==> config.mk <==
export PLATFORM = sky130hd
export DESIGN_NAME = rv_lsu
export DESIGN_NICKNAME = d
export VERILOG_FILES = /design/src/rtl/rv_lsu_pkg.sv /design/src/rtl/rv_lsu_ldext.sv /design/src/rtl/rv_lsu.sv
export SDC_FILE = /design/constraint.sdc
export NUM_CORES = 1
export LEC_CHECK = 0
export BUFFER_PORTS_ARGS = -buffer_cell sky130_fd_sc_hd__buf_4
export CAP_MARGIN = 20
export CORE_MARGIN = 3
export CORE_UTILIZATION = 45
export CTS_CLUSTER_DIAMETER = 100
export DETAILED_ROUTE_END_ITERATION = 8
export PLACE_DENSITY = 0.86
export SLEW_MARGIN = 20
export SYNTH_ARGS = -nofsm -noshare
export SYNTH_HDL_FRONTEND = slang
export SYNTH_SLANG_ARGS = --single-unit
==> constraint.sdc <==
create_clock -name i_clk -period 1.74 [get_ports i_clk]
set_input_delay 0.348 -clock i_clk [delete_from_list [all_inputs] [get_ports i_clk]]
set_output_delay 0.348 -clock i_clk [all_outputs]
set_load 0.1 [all_outputs]
==> src/rtl/rv_lsu_pkg.sv <==
// rv_lsu_pkg: shared types and constants for the load/store unit.
package rv_lsu_pkg;
  typedef struct packed {
    logic memory;
    logic pc_next;
  } res_src_t;
  typedef enum logic {IDLE, WAIT} lsu_state_t;
  localparam logic [1:0] LSU_SZ_B = 2'b00;
  localparam logic [1:0] LSU_SZ_H = 2'b01;
  localparam logic [1:0] LSU_SZ_W = 2'b10;
endpackage

==> src/rtl/rv_lsu_ldext.sv <==
// rv_lsu_ldext: picks the addressed byte/half/word out of a read word and sign- or zero-extends it.
module rv_lsu_ldext
  import rv_lsu_pkg::*;
(
  input  logic [31:0] i_rdata,
  input  logic [1:0]  i_off,
  input  logic [2:0]  i_funct3,
  output logic [31:0] o_data
);
  logic [7:0]  w_b;
  logic [15:0] w_h;
  logic        w_sx;
  always_comb begin
    w_b    = i_rdata[{i_off, 3'b000} +: 8];
    w_h    = i_rdata[{i_off[1], 4'b0000} +: 16];
    w_sx   = !i_funct3[2];
    o_data = i_funct3[1:0] == LSU_SZ_W ? i_rdata :
             i_funct3[1:0] == LSU_SZ_H ? {{16{w_sx & w_h[15]}}, w_h} :
                                         {{24{w_sx & w_b[7]}}, w_b};
  end
endmodule

==> src/rtl/rv_lsu.sv <==
// rv_lsu: memory stage with a single-outstanding req/ack bus access and registered writeback.
// Optional bus-ack timeout enabled by defining RV_LSU_TIMEOUT_EN.
module rv_lsu
  import rv_lsu_pkg::*;
#(
  parameter int TIMEOUT_CYCLES = 255
) (
  input  logic        i_clk,
  input  logic        i_reset_n,
  input  logic        i_flush,
  input  logic [31:0] i_add,
  input  logic [31:0] i_alu_result,
  input  logic [31:0] i_wdata,
  input  logic [3:0]  i_wsel,
  input  logic [2:0]  i_funct3,
  input  logic        i_store,
  input  res_src_t    i_res_src,
  input  logic        i_reg_write,
  input  logic [4:0]  i_rd,
  input  logic [31:0] i_pc_next,
  output logic        o_stall,
  output logic        o_bus_req,
  output logic        o_bus_we,
  output logic [31:0] o_bus_addr,
  output logic [31:0] o_bus_wdata,
  output logic [3:0]  o_bus_wsel,
  input  logic        i_bus_ack,
  input  logic [31:0] i_bus_rdata,
  output logic [31:0] o_wb_data,
  output logic [4:0]  o_wb_rd,
  output logic        o_wb_write,
  output logic        o_bus_err
);
  lsu_state_t  r_state;
  logic [31:0] r_addr, r_wdata, r_wb_data;
  logic [3:0]  r_wsel;
  logic [2:0]  r_funct3;
  logic [4:0]  r_rd, r_wb_rd;
  logic        r_reg_write, r_bus_req, r_bus_we, r_wb_write, r_cancel;
  logic        w_mem_op;
  logic [31:0] w_ld_data;

  rv_lsu_ldext u_ldext (
    .i_rdata  (i_bus_rdata),
    .i_off    (r_addr[1:0]),
    .i_funct3 (r_funct3),
    .o_data   (w_ld_data)
  );

  always_comb begin
    w_mem_op    = i_res_src.memory | i_store;
    o_stall     = r_state == IDLE ? w_mem_op & !i_flush : !i_bus_ack;
    o_bus_req   = r_bus_req;
    o_bus_we    = r_bus_we;
    o_bus_addr  = {r_addr[31:2], 2'b00};
    o_bus_wdata = r_wdata;
    o_bus_wsel  = r_wsel;
    o_wb_data   = r_wb_data;
    o_wb_rd     = r_wb_rd;
    o_wb_write  = r_wb_write;
  end

`ifdef RV_LSU_TIMEOUT_EN
  logic [7:0] r_cnt;
  logic       r_bus_err;
  assign o_bus_err = r_bus_err;
`else
  localparam int unused_timeout = TIMEOUT_CYCLES;
  assign o_bus_err = 1'b0;
`endif

  always_ff @(posedge i_clk) begin
    if (!i_reset_n) begin
      r_state     <= IDLE;
      r_addr      <= '0;
      r_wdata     <= '0;
      r_wsel      <= '0;
      r_funct3    <= '0;
      r_rd        <= '0;
      r_reg_write <= 1'b0;
      r_bus_req   <= 1'b0;
      r_bus_we    <= 1'b0;
      r_wb_data   <= '0;
      r_wb_rd     <= '0;
      r_wb_write  <= 1'b0;
      r_cancel    <= 1'b0;
`ifdef RV_LSU_TIMEOUT_EN
      r_cnt       <= '0;
      r_bus_err   <= 1'b0;
`endif
    end else begin
`ifdef RV_LSU_TIMEOUT_EN
      r_bus_err <= 1'b0;
`endif
      if (r_state == IDLE) begin
        r_cancel <= 1'b0;
        if (w_mem_op && !i_flush) begin
          r_state     <= WAIT;
          r_addr      <= i_add;
          r_wdata     <= i_wdata;
          r_wsel      <= i_store ? i_wsel : 4'b1111;
          r_funct3    <= i_funct3;
          r_rd        <= i_rd;
          r_reg_write <= i_reg_write;
          r_bus_req   <= 1'b1;
          r_bus_we    <= i_store;
          r_wb_write  <= 1'b0;
`ifdef RV_LSU_TIMEOUT_EN
          r_cnt       <= '0;
`endif
        end else begin
          r_wb_data  <= i_res_src.pc_next ? i_pc_next : i_alu_result;
          r_wb_rd    <= i_rd;
          r_wb_write <= i_reg_write & !i_flush;
        end
      end else if (i_bus_ack) begin
        r_state    <= IDLE;
        r_bus_req  <= 1'b0;
        r_bus_we   <= 1'b0;
        r_cancel   <= 1'b0;
        r_wb_rd    <= r_rd;
        r_wb_write <= !r_bus_we & r_reg_write & !r_cancel & !i_flush;
        if (!r_bus_we) r_wb_data <= w_ld_data;
      end else begin
        if (i_flush) r_cancel <= 1'b1;
`ifdef RV_LSU_TIMEOUT_EN
        if (r_cnt == 8'(TIMEOUT_CYCLES - 1)) begin
          r_state    <= IDLE;
          r_bus_req  <= 1'b0;
          r_bus_we   <= 1'b0;
          r_cancel   <= 1'b0;
          r_wb_write <= 1'b0;
          r_bus_err  <= 1'b1;
        end else begin
          r_cnt <= r_cnt + 8'd1;
        end
`endif
      end
    end
  end
endmodule

==> results.cfg <==
[global_routing]
grt_first_pass_wirelength_um = 29800
grt_pass1_vias = 6022
track_usage_pct = 26.7
antenna_found_initial = 0
globalRouteOverflowTotal = 0
grt_max_degree = 90

[yosys]
synth_area_per_cell_um2 = 8.18
yosysUniqueCellTypes = 48
yosysTopAreaCellShare_pct = 42.4
ys_ff_latch = 119
synth_area_leaders = dfxtp_1 42%, nand2_1 12%, a21oi_1 7.6%
synth_area_leader_cell = dfxtp_1
syn_inst = 687
ys_warn_count = 0
synth_edf_count = 0
seq_area_frac_synth_pct = 42.4
synth_flop_cell = dfxtp_1
synthesis.area_um2 = 5620
async_flop_share_pct = 0

[worst_setup_path]
crit_required_ns = 1.39
crit_arrival_ns = 1.36
crit_type = flip-flop to output port
crit_fanout = 5
crit_path_start = r_state
r2r-start = r_funct3[0]
worst_setup_path_start_kind = flip-flop
worstSetupEndpointType = output port
r2r-end = o_wb_data[0]
worstRegToRegCells = 5
reg2reg_slack_ns = 0.07

[route]
routed_via_density = 5.29
vias = 5914
antenna_left = 0
route.detailed.drc = 0
routed_wl_um = 19100
wl_per_cell_um = 17.1
drtPass1Iterations = 6
first_iter_violations = 698

[power]
vdd_drop_max_v = 0.000680
power_density_nw_per_um2 = 1110
p_leak_nw = 3.70
power_mw = 9.47

[die]
pin_count = 290
die_h_um = 118
dieArea_um2 = 13900
die_w_um = 118
start_util_pct = 46.4
rows = 40
core_um2 = 12100

[sta]
tightest_slew_ns = 0.529
holdWs_ns = 0.172
rsz0062_at_grt = yes
slew_headroom_pct = 63.8
fin_tns_setup_ns = 0
setup_viol = 0
worst_slack_ns = 0.0304
fmax_mhz = 585
min_period_over_period_pct = 98.3
skew_ns = 0.00874
hold_viol = 0
slew_viol_final = 0
finalCriticalPeriod_ns = 1.71

[finish]
antenna_cells = 0
layout-drive-gt1-share_pct = 41.1
layout.nets = 1119
areaGrowthSynthToFinish_pct = 51.6

[clocking]
hold_buffers = 0
clk_pin_slew_ns = 0.05
clock-sinks = 119
h-tree-depth = 4
clock_path_buffers = 2
cts_made_buffers = 17
root_buffer = clkbuf_16
clock_latency_ns = 0.40
cts_tree = yes

[outcome]
status = complete, no violations

[worst_hold_path]
worst_hold_path.endpoint = o_bus_wsel[0]
hold_depth = 3
hp-start = i_wsel[0]
hp-class = input pin to flip-flop

[placed_design]
io_buffers = 286
place_hpwl_um = 14200
globalplace.congestion = 0.975
place_ws_ns = -0.00223

[job]
drv_cap = 0
[per-layer routing]
metal	GRT usage (%)	part of all wire [%]	vias to the layer above	wire length [um]
li1	-	-	2872	-
met1	28.2	37	2693	7040
met2	45.8	49	294	9410
met3	9.37	9.5	55	1820
met4	15.5	4.5	0	854
met5	0	0	-	0
[metrics by stage]
step / util (%) / cells / cell area, um^2
2_1_floorplan: - / 689 / 5650
3_3_place_gp: 65.3 / 1086 / 7910
3_5_place_dp: 65.3 / 1086 / 7910
4_1_cts: 70.1 / 1117 / 8490
5_1_grt: 70.3 / 1119 / 8520
6_report: 70.3 / 1119 / 8520
[worst max-delay path: stages, from the launching register on]
cell and delay, ns:
dfxtp_4 0.36, nor2b_4 0.15, a21oi_4 0.16, clkinvlp_4 0.12
buf_12 0.17
[where the power goes]
group          internal [mW]  switching, mW
logic                  0.894           2.13
clock network           2.17           1.21
registers               2.94          0.131
[flip-flops by register name (all words and copies together), names as in the netlist]
| name | cells |
|---|---|
| r_reg_write | 1 |
| o_bus_req | 1 |
| o_wb_rd | 5 |
| o_bus_we | 1 |
| o_bus_wdata | 32 |
| r_funct3 | 3 |
| r_cancel | 1 |
| o_wb_write | 1 |
| o_bus_wsel | 4 |
| r_addr | 32 |
| o_wb_data | 32 |
| r_state | 1 |
| r_rd | 5 |
[synth_stat cells (2+ instances only)]
cell type	n
nor2_1	30
a211oi_1	13
buf_4	36
a21boi_0	2
nor2b_1	21
nor4b_1	2
a2111oi_0	20
nand3b_1	2
o22ai_1	19
o221ai_1	2
buf_1	10
dfxtp_1	119
mux2i_1	15
mux2_2	15
a21oi_1	85
nand3_1	4
nand2b_1	7
inv_1	4
a221oi_1	13
nor3_1	2
o21ai_0	9
buf_2	15
nand2_1	180
a2111oi_2	11
clkbuf_1	28
[what timing repair did]
item	4_1_cts	5_1_grt
setup endpoints to repair	1	14
buffers inserted	1	2
pin swaps	2	0
resized for setup	7	3
[worst max path at each step]
stage / endpoint / slack (ns) / cells after the start
2_1_floorplan: o_stall / -0.07 / 5
5_1_grt: o_wb_data[0] / -0.02 / 4
4_1_cts: o_stall / -0.00009 / 4
6_report: o_stall / 0.03 / 4
3_5_place_dp: o_wb_data[29] / -0.002 / 6
3_3_place_gp: o_wb_data[29] / 0.07 / 6
[final cells by class]
class                      count  area, um^2
clock buffer                  23         468
clock inverter                 8        98.8
fill                         983        3590
inverter                       4        21.3
multi-input combinational    476        2770
sequential                   119        2390
tap                          168         210
timing repair buffer         321        2560
[cell usage in the layout (no fill, tap or decap), types with 4 or more instances in the layout]
master and n:
a2111oi_0 20, a2111oi_2 11, a211oi_1 13, a21oi_1 85, a221oi_1 13, buf_12 12
buf_4 309, clkbuf_1 4, clkbuf_16 17, dfxtp_1 116, mux2_2 15, mux2i_1 13
nand2_1 179, nand2b_1 7, nand3_1 4, nor2_1 29, nor2b_1 20, o21ai_0 9
o22ai_1 19
[logic make-up after synthesis]
group           after synthesis  synth area share (%)
compound gates              188                  23.6
flops                       119                  42.4
simple gates                255                  19.1
other cells                   1                0.0667
buf+inv                      94                  9.15
mux                          30                  5.68
No activity file was read; power rests on OpenSTA's default activity.
